[src/rtl/uart_tx.sv]
// uart_tx: UART serial transmitter, 8E1 framing.
// Frame: start(0), 8 data bits LSB first, even parity, stop(1) = 11 bits.
// Bit timing: a 16x oversample tick divided down from clk, so each bit lasts
// exactly OVERSAMPLE*CLKS_PER_TICK clk cycles. The edges line up with a
// receiver that samples at mid-bit (tick 8).
// Optional build macro UART_TX_HOLD_REG_EN adds a one-byte holding register
// in front of the shifter. With it, back-to-back frames have no idle gap.
module uart_tx #(
  parameter int CLKS_PER_TICK = 2,
  parameter int OVERSAMPLE    = 16
) (
  input  logic       clk,
  input  logic       rst_n,
  input  logic [7:0] tx_data,
  input  logic       tx_valid,
  output logic       tx_ready,
  input  logic       UARTn_CTS,
  output logic       UARTn_TXD,
  output logic       tx_busy
);

  localparam int PW = (CLKS_PER_TICK > 1) ? $clog2(CLKS_PER_TICK) : 1;
  localparam logic [PW-1:0] PRESC_LAST = PW'(CLKS_PER_TICK - 1);
  localparam logic [3:0]    TICK_LAST  = 4'(OVERSAMPLE - 1);

  typedef enum logic [2:0] {
    S_IDLE,
    S_START,
    S_DATA,
    S_PARITY,
    S_STOP
  } state_t;

  // Registered state
  state_t          r_state;
  logic [PW-1:0]   r_presc;
  logic [3:0]      r_tick;
  logic [2:0]      r_bit_idx;
  logic [7:0]      r_shift;
  logic            r_par;
  logic            r_txd;
  logic            r_cts_meta;
  logic            r_cts_s;

  // Next-state / control
  state_t          w_state_nxt;
  logic [2:0]      w_bit_idx_nxt;
  logic [7:0]      w_shift_nxt;
  logic            w_par_nxt;
  logic            w_txd_nxt;
  logic            w_cnt_clr;
  logic            w_bit_end;
  logic            w_accept;
  logic            w_start;
  logic [7:0]      w_frame_data;
  logic [2:0]      w_idx_inc;

  assign w_bit_end = (r_tick == TICK_LAST) && (r_presc == PRESC_LAST);
  assign w_accept  = tx_valid && tx_ready;
  assign w_idx_inc = r_bit_idx + 3'd1;

`ifdef UART_TX_HOLD_REG_EN
  logic       r_thr_full;
  logic [7:0] r_thr;
  logic       r_rst_done;

  // The holding register feeds the shifter at idle, or right at the stop bit end
  // so that the next start bit follows without a gap.
  assign w_start      = r_thr_full && r_cts_s &&
                        ((r_state == S_IDLE) || ((r_state == S_STOP) && w_bit_end));
  assign w_frame_data = r_thr;
  assign tx_ready     = r_rst_done && !r_thr_full;

  // Holding register: fill on accept, empty on load into the shifter.
  always_ff @(posedge clk or negedge rst_n) begin
    if (!rst_n) begin
      r_thr      <= 8'h00;
      r_thr_full <= 1'b0;
      r_rst_done <= 1'b0;
    end else begin
      r_rst_done <= 1'b1;
      if (w_accept) begin
        r_thr      <= tx_data;
        r_thr_full <= 1'b1;
      end else if (w_start) begin
        r_thr_full <= 1'b0;
      end
    end
  end
`else
  // Without the holding register, a byte goes straight into the shifter.
  // It is accepted only from IDLE, so CTS is checked once, at frame start.
  assign w_start      = w_accept;
  assign w_frame_data = tx_data;
  assign tx_ready     = (r_state == S_IDLE) && r_cts_s;
`endif

  assign UARTn_TXD = r_txd;
  assign tx_busy   = (r_state != S_IDLE);

  // CTS comes from another clock domain; two flops before any use.
  always_ff @(posedge clk or negedge rst_n) begin
    if (!rst_n) begin
      r_cts_meta <= 1'b0;
      r_cts_s    <= 1'b0;
    end else begin
      // NOTE: non-blocking assignments make both flops sample old values on the
      // same edge; blocking here would collapse the synchronizer into one stage.
      r_cts_meta <= UARTn_CTS;
      r_cts_s    <= r_cts_meta;
    end
  end

  // Next-state and registered-output logic for the frame sequencer.
  always_comb begin
    // NOTE: every output of this block gets a default first, so no path leaves
    // a signal unassigned and no latch is inferred.
    w_state_nxt   = r_state;
    w_bit_idx_nxt = r_bit_idx;
    w_shift_nxt   = r_shift;
    w_par_nxt     = r_par;
    w_txd_nxt     = r_txd;
    w_cnt_clr     = 1'b0;

    unique case (r_state)
      S_IDLE: begin
        w_txd_nxt = 1'b1;
        if (w_start) begin
          w_state_nxt = S_START;
          w_txd_nxt   = 1'b0;
          w_shift_nxt = w_frame_data;
          w_par_nxt   = ^w_frame_data;
          w_cnt_clr   = 1'b1;
        end
      end
      S_START: begin
        if (w_bit_end) begin
          w_state_nxt   = S_DATA;
          w_bit_idx_nxt = 3'd0;
          w_txd_nxt     = r_shift[0];
        end
      end
      S_DATA: begin
        if (w_bit_end) begin
          if (r_bit_idx == 3'd7) begin
            w_state_nxt = S_PARITY;
            w_txd_nxt   = r_par;
          end else begin
            w_bit_idx_nxt = w_idx_inc;
            w_txd_nxt     = r_shift[w_idx_inc];
          end
        end
      end
      S_PARITY: begin
        if (w_bit_end) begin
          w_state_nxt = S_STOP;
          w_txd_nxt   = 1'b1;
        end
      end
      S_STOP: begin
        if (w_bit_end) begin
          if (w_start) begin
            w_state_nxt = S_START;
            w_txd_nxt   = 1'b0;
            w_shift_nxt = w_frame_data;
            w_par_nxt   = ^w_frame_data;
            w_cnt_clr   = 1'b1;
          end else begin
            w_state_nxt = S_IDLE;
          end
        end
      end
      default: begin
        w_state_nxt = S_IDLE;
        w_txd_nxt   = 1'b1;
      end
    endcase
  end

  // State, datapath and line register. A reset drives the line idle-high at once.
  always_ff @(posedge clk or negedge rst_n) begin
    if (!rst_n) begin
      r_state   <= S_IDLE;
      r_bit_idx <= 3'd0;
      r_shift   <= 8'h00;
      r_par     <= 1'b0;
      r_txd     <= 1'b1;
    end else begin
      r_state   <= w_state_nxt;
      r_bit_idx <= w_bit_idx_nxt;
      r_shift   <= w_shift_nxt;
      r_par     <= w_par_nxt;
      r_txd     <= w_txd_nxt;
    end
  end

  // Baud timing: prescaler -> 16x tick counter. It restarts at frame start,
  // so every bit is exactly one full tick cycle long.
  always_ff @(posedge clk or negedge rst_n) begin
    if (!rst_n) begin
      r_presc <= '0;
      r_tick  <= 4'd0;
    end else if (w_cnt_clr || (r_state == S_IDLE)) begin
      r_presc <= '0;
      r_tick  <= 4'd0;
    end else if (r_presc == PRESC_LAST) begin
      r_presc <= '0;
      r_tick  <= (r_tick == TICK_LAST) ? 4'd0 : r_tick + 4'd1;
    end else begin
      r_presc <= r_presc + PW'(1);
    end
  end

  // Parameter sanity, checked in simulation; ignored by synthesis.
  a_param_range : assert property (@(posedge clk)
    (OVERSAMPLE == 16) && (CLKS_PER_TICK >= 1));

endmodule
[config.mk]
export PLATFORM = sky130hd
export DESIGN_NAME = uart_tx
export DESIGN_NICKNAME = d
export VERILOG_FILES = /design/src/rtl/uart_tx.sv
export SDC_FILE = /design/constraint.sdc
export NUM_CORES = 1
export LEC_CHECK = 0
export BUFFER_PORTS_ARGS = -buffer_cell sky130_fd_sc_hd__buf_2
export CELL_PAD_IN_SITES_DETAIL_PLACEMENT = 1
export CELL_PAD_IN_SITES_GLOBAL_PLACEMENT = 1
export CORE_ASPECT_RATIO = 1.25
export CORE_UTILIZATION = 45
export CTS_BUF_LIST = sky130_fd_sc_hd__clkbuf_8
export CTS_CLUSTER_DIAMETER = 80
export CTS_CLUSTER_SIZE = 24
export DETAILED_ROUTE_END_ITERATION = 10
export MAX_ROUTING_LAYER = met4
export PLACE_DENSITY_LB_ADDON = 0.08
export SYNTH_ARGS = -nofsm -noshare
export SYNTH_HDL_FRONTEND = slang
export SYNTH_SLANG_ARGS = --single-unit
[constraint.sdc]
create_clock -name clk -period 1.9 [get_ports clk]
set_input_delay 0.095 -clock clk [delete_from_list [all_inputs] [get_ports clk]]
set_output_delay 0.095 -clock clk [all_outputs]
set_load 0.01 [all_outputs]
==> After elaboration in Yosys (flattened, before gate mapping) <==
Index checks and enable logic that the tools add are counted.
{ "word_totals": {"output_inout_bits": 3, "ff_bits": 23, "word_cells": 77, "inputBits": 12} }
{ "classes": {"n_lt_le_gt_ge": 1, "n_addsub": 3, "reduce_logical": 14, "n_mux": 36, "eq_ne": 14} }
{ "ops": {"columns": ["op", "n"], "rows": [
  ["2-to-1 mux 3 bit", 9],
  ["2-to-1 mux 8 bit", 2],
  ["inequality test 2 bit, second input constant", 8],
  ["one-hot mux 8 bit (2 select lines)", 1],
  ["2-to-1 mux 1 bit", 15],
  ["one-hot mux 3 bit (5 select lines)", 1],
  ["2-to-1 mux 4 bit", 3],
  ["parity 8 bit", 1],
  ["== test 3 x 2 -> 1 bit, second input constant", 2],
  ["== test 3 bit, second input constant", 2],
  ["one-hot mux 3 bit (2 select lines)", 1],
  ["AND reduction 6 bit", 1],
  ["nonzero test 2 bit", 3],
  ["one-hot mux 1 bit (5 select lines)", 1],
  ["AND reduction 5 bit", 1],
  ["adder 4 x 1 -> 4 bit, second input constant", 1],
  ["== test 4 bit, second input constant", 1],
  ["less-than comparator 3 x 4 -> 1 bit, second input constant", 1],
  ["one-hot mux 1 bit (2 select lines)", 2],
  ["AND reduction 4 bit", 1],
  ["adder 3 x 1 -> 3 bit, second input constant", 1],
  ["binary-select mux 1 bit (select 3 bit)", 1],
  ["== test 3 x 1 -> 1 bit, second input constant", 1],
  ["logical AND 1 bit", 3],
  ["5 further kinds", 5]
]} }

==> Depth between registers and ports, before layout <==
{ "depth": {"ltp_word": 8, "ltp_mapped": 6, "mapped_depth_nobuf": 6} }

==> Worst setup path after synthesis <==
OpenSTA, ideal clock, no wires.
{ "synth_timing": {"path_type": "register to register", "startpoint": "reg r_bit_idx[0]", "endpoint": "reg r_bit_idx[0]", "setup_ns": 0.128, "required_ns": 1.772, "path_stages_with_launch": 7, "arrival_time_ns": 1.602, "path_buffers": 0, "setup_slack_ns": 0.171, "path_cell_list": "dfrtp_1 -> ha_1 -> ha_1 -> nor3b_1 -> a21oi_1 -> nor3_2 -> mux2_1"} }
{ "synth_via": {"elab_chain_len": 4} }
{ "synth_rtl": {"columns": ["item", "line_no", "source"], "rows": [
  ["from (decl)", "38", "logic [2:0] r_bit_idx;"],
  ["from (signal assigned)", "190", "r_bit_idx <= w_bit_idx_nxt;"],
  ["adder 3 x 1 -> 3 bit", "60", "assign w_idx_inc = r_bit_idx + 3'd1;"],
  ["2-to-1 mux 3 bit", "145", "if (r_bit_idx == 3'd7) begin"],
  ["2-to-1 mux 3 bit", "144", "if (w_bit_end) begin"],
  ["one-hot mux 3 bit (2 select lines)", "125", "unique case (r_state)"]
]} }
Parallel ways exist; a longest one is shown, timed or not. The select of a mux whose other input is x is not followed.
A chain may end at the register's enable or synchronous reset.

==> Worst setup path in the final report <==
Same ends and word-level chain as after synthesis.

==> impl_metrics.json <==
{
  "synth_area_leader_cell": "dfrtp_1",
  "clock-sinks": 23,
  "worst_setup_path_end_kind": "flop",
  "startpoint_type": "flop",
  "drv_cap": 0,
  "hold_start": "tx_data[4]",
  "start_util_pct": 47.01,
  "required_ps": 2050,
  "hold_ws_ps": 80.30,
  "cts_setup_buffers": 0,
  "nNetsFinal": 148,
  "finalSetupTns_ps": 0,
  "setup_viol": 0,
  "grt_pass1_vias": 966,
  "rsz0062_at_grt": "false",
  "placed_area_um2": 1355,
  "ys_warn_count": 0,
  "cp_max_fo": 4,
  "clkSlewWorstSetupHoldPaths_ps": 90,
  "grt_use_met3_pct": 3.008,
  "clock_latency_ps": 270,
  "grt_use_total_pct": 19.70,
  "antenna_cells": 0,
  "ys_seq_area_share_pct": 46.24,
  "wl_per_cell_um": 14.89,
  "power_density_nw_per_um2": 603.2,
  "async_flop_share_pct": 100.0,
  "drv_slew": 0,
  "fp.coreArea_um2": 2654,
  "post-route-period-util_pct": 92.57,
  "synth_cell_types": 34,
  "ir_worst_vdd_mv": 0.4644,
  "rows": 21,
  "drt.antenna.violating_nets": 0,
  "hpwlAfterDp_mm": 1.861,
  "hp-class": "in2reg",
  "dieArea_um2": 2988,
  "grt_overflow_total": 0,
  "outcome": "finished, final reports clean",
  "r2r-start": "r_bit_idx[0]",
  "cts_buffer_depth": 2,
  "hold_viol": 0,
  "routed_via_density": 5.319,
  "stdcell_count": 166,
  "fin_util_pct": 53.65,
  "io_buffers": 14,
  "setup_ws_ps": 141.2,
  "ioPinCount": 15,
  "cp_common_cell": "ha_1",
  "antenna_found_initial": 0,
  "crit_family": "adder cells",
  "grt_use_met2_pct": 38.16,
  "cp.arrival_ps": 1910,
  "cts_tree": "done",
  "synth_top_area_share_pct": 44.13,
  "slew_headroom_pct": 65.79,
  "yosys-top-cells-area": "dfrtp_1, mux2_4, mux2i_1, xnor2_1, nor2_1",
  "syn_to_final_growth_pct": 14.14,
  "synth-edff-count": 0,
  "syn_area_um2": 1247,
  "synth.top_cells.by_count": "dfrtp_1, nor2_1, mux2_4, xnor2_1",
  "power_mw": 0.8588,
  "grt_max_degree": 24,
  "critPathKind": "reg2reg",
  "slowest_stage": "dfrtp_1",
  "grt-busiest-layer": "met2",
  "drive_gt1_share_pct": 26.52,
  "critPathBufInv": 0,
  "die_y_um": 60.87,
  "path_cells": "ha_1, ha_1, nor3b_1, a21oi_1, nor3_2, mux2_1",
  "slowest_delay_ps": 390,
  "drtPass1Iterations": 4,
  "synth_most_common_cell": "dfrtp_1",
  "vias": 883,
  "post-route-drc-count": 0,
  "syn_area_per_cell_um2": 11.14,
  "grt_pass1_wl_mm": 4.202,
  "root_buffer": "clkbuf_8",
  "syn-num-nets": 127,
  "fmax_ghz": 0.5686,
  "die_w_um": 49.09,
  "finClkSkew_ps": 7.191,
  "drt_wl_total_mm": 2.472,
  "place_ws_ps": 174.8,
  "gp_congestion": 0.7219,
  "tightest_slew_ps": 513.2,
  "fin_area_um2": 1424,
  "synth_ff_type": "dfrtp_1",
  "leakage_nw": 0.6729,
  "critPathLaunch": "r_bit_idx[0]",
  "grt_use_met1_pct": 19.87,
  "dpl.cell_count": 160,
  "htreeDepth": 1,
  "ys_seq_elements": 23,
  "cts_buffers": 3,
  "synthCells": 112,
  "period_needed_ps": 1759,
  "first_iter_violations": 7
}
cell type report:
cell class	count	area, um^2
inverters	6	22.52
well taps	34	42.54
flip-flops and latches	23	576.8
repair buffers	21	127.6
clock buffers	3	41.29
multi-input cells	78	605.6
fillers	296	1230
clock inverters	1	7.507
power by group:
part	internal [mW]	total, mW	switching (mW)
clock	0.148	0.311	0.163
sequential	0.491	0.492	0.000869
combinational	0.0275	0.0557	0.0282
final timing paths:
kind / endpoint / slack [ps] / depth (start not counted)
max: r_bit_idx[0] / 140 / 6
min: r_shift[4] / 80 / 2
max reg2reg: r_bit_idx[0] / 140 / 6
min reg2reg: r_cts_s / 370 / 0
max in group asynchronous: UARTn_TXD / 1210 / 2
min in group asynchronous: r_tick[0] / 320 / 2
placed cells by master (no fill, tap or decap), types with 2 or more instances in the layout:
master,n
or3_1,2
clkbuf_8,3
ha_1,3
nor3_2,2
nor2_1,11
a21oi_1,7
buf_4,5
a311oi_1,2
dfrtp_1,22
nand3_1,2
xnor2_1,8
inv_1,6
nand2_1,7
and2_1,2
dlygate4sd3_1,2
mux2_4,8
mux2i_1,7
nor3_1,2
buf_2,14
state kept, by name, summed over array words and instances, names as in the netlist:
signal and flops:
UARTn_TXD 1, r_bit_idx 3, r_cts_meta 1, r_cts_s 1, r_par 1, r_presc 1, r_shift 8, r_state 3
r_tick 4
worst register-to-register path, delay by kind of cell (launching register included):
| family | cells | cell delay [ps] |
|---|---|---|
| and+or+nand+nor | 2 | 380 |
| AOI/OAI and AO/OA | 1 | 80 |
| DFF | 1 | 390 |
| muxes | 1 | 340 |
| adders and majority gates | 2 | 450 |
logic make-up after synthesis:
family | count (synthesis) | synth area share (%)
and+or+nand+nor | 33 | 13.64
muxes | 17 | 17.05
adders and majority gates | 3 | 3.009
AOI/OAI and AO/OA | 16 | 8.527
DFF | 23 | 46.24
buffers and inverters | 11 | 5.215
xor gates and xnor gates | 9 | 6.319
what timing repair did:
item / 4_1_cts / 5_1_grt
hold buffers: 2 / 0
endpoints found under the hold margin: 23 / 0
resized for setup: 0 / 0
routing by layer:
layer / part of all wire (%) / wire [um] / vias up
met5: 0 / 0 / -
met4: 1.5 / 37 / 0
met1: 40 / 994 / 432
li1: - / - / 433
met3: 1.8 / 45 / 5
met2: 56 / 1394 / 13
No activity file was read; power rests on OpenSTA's default activity.
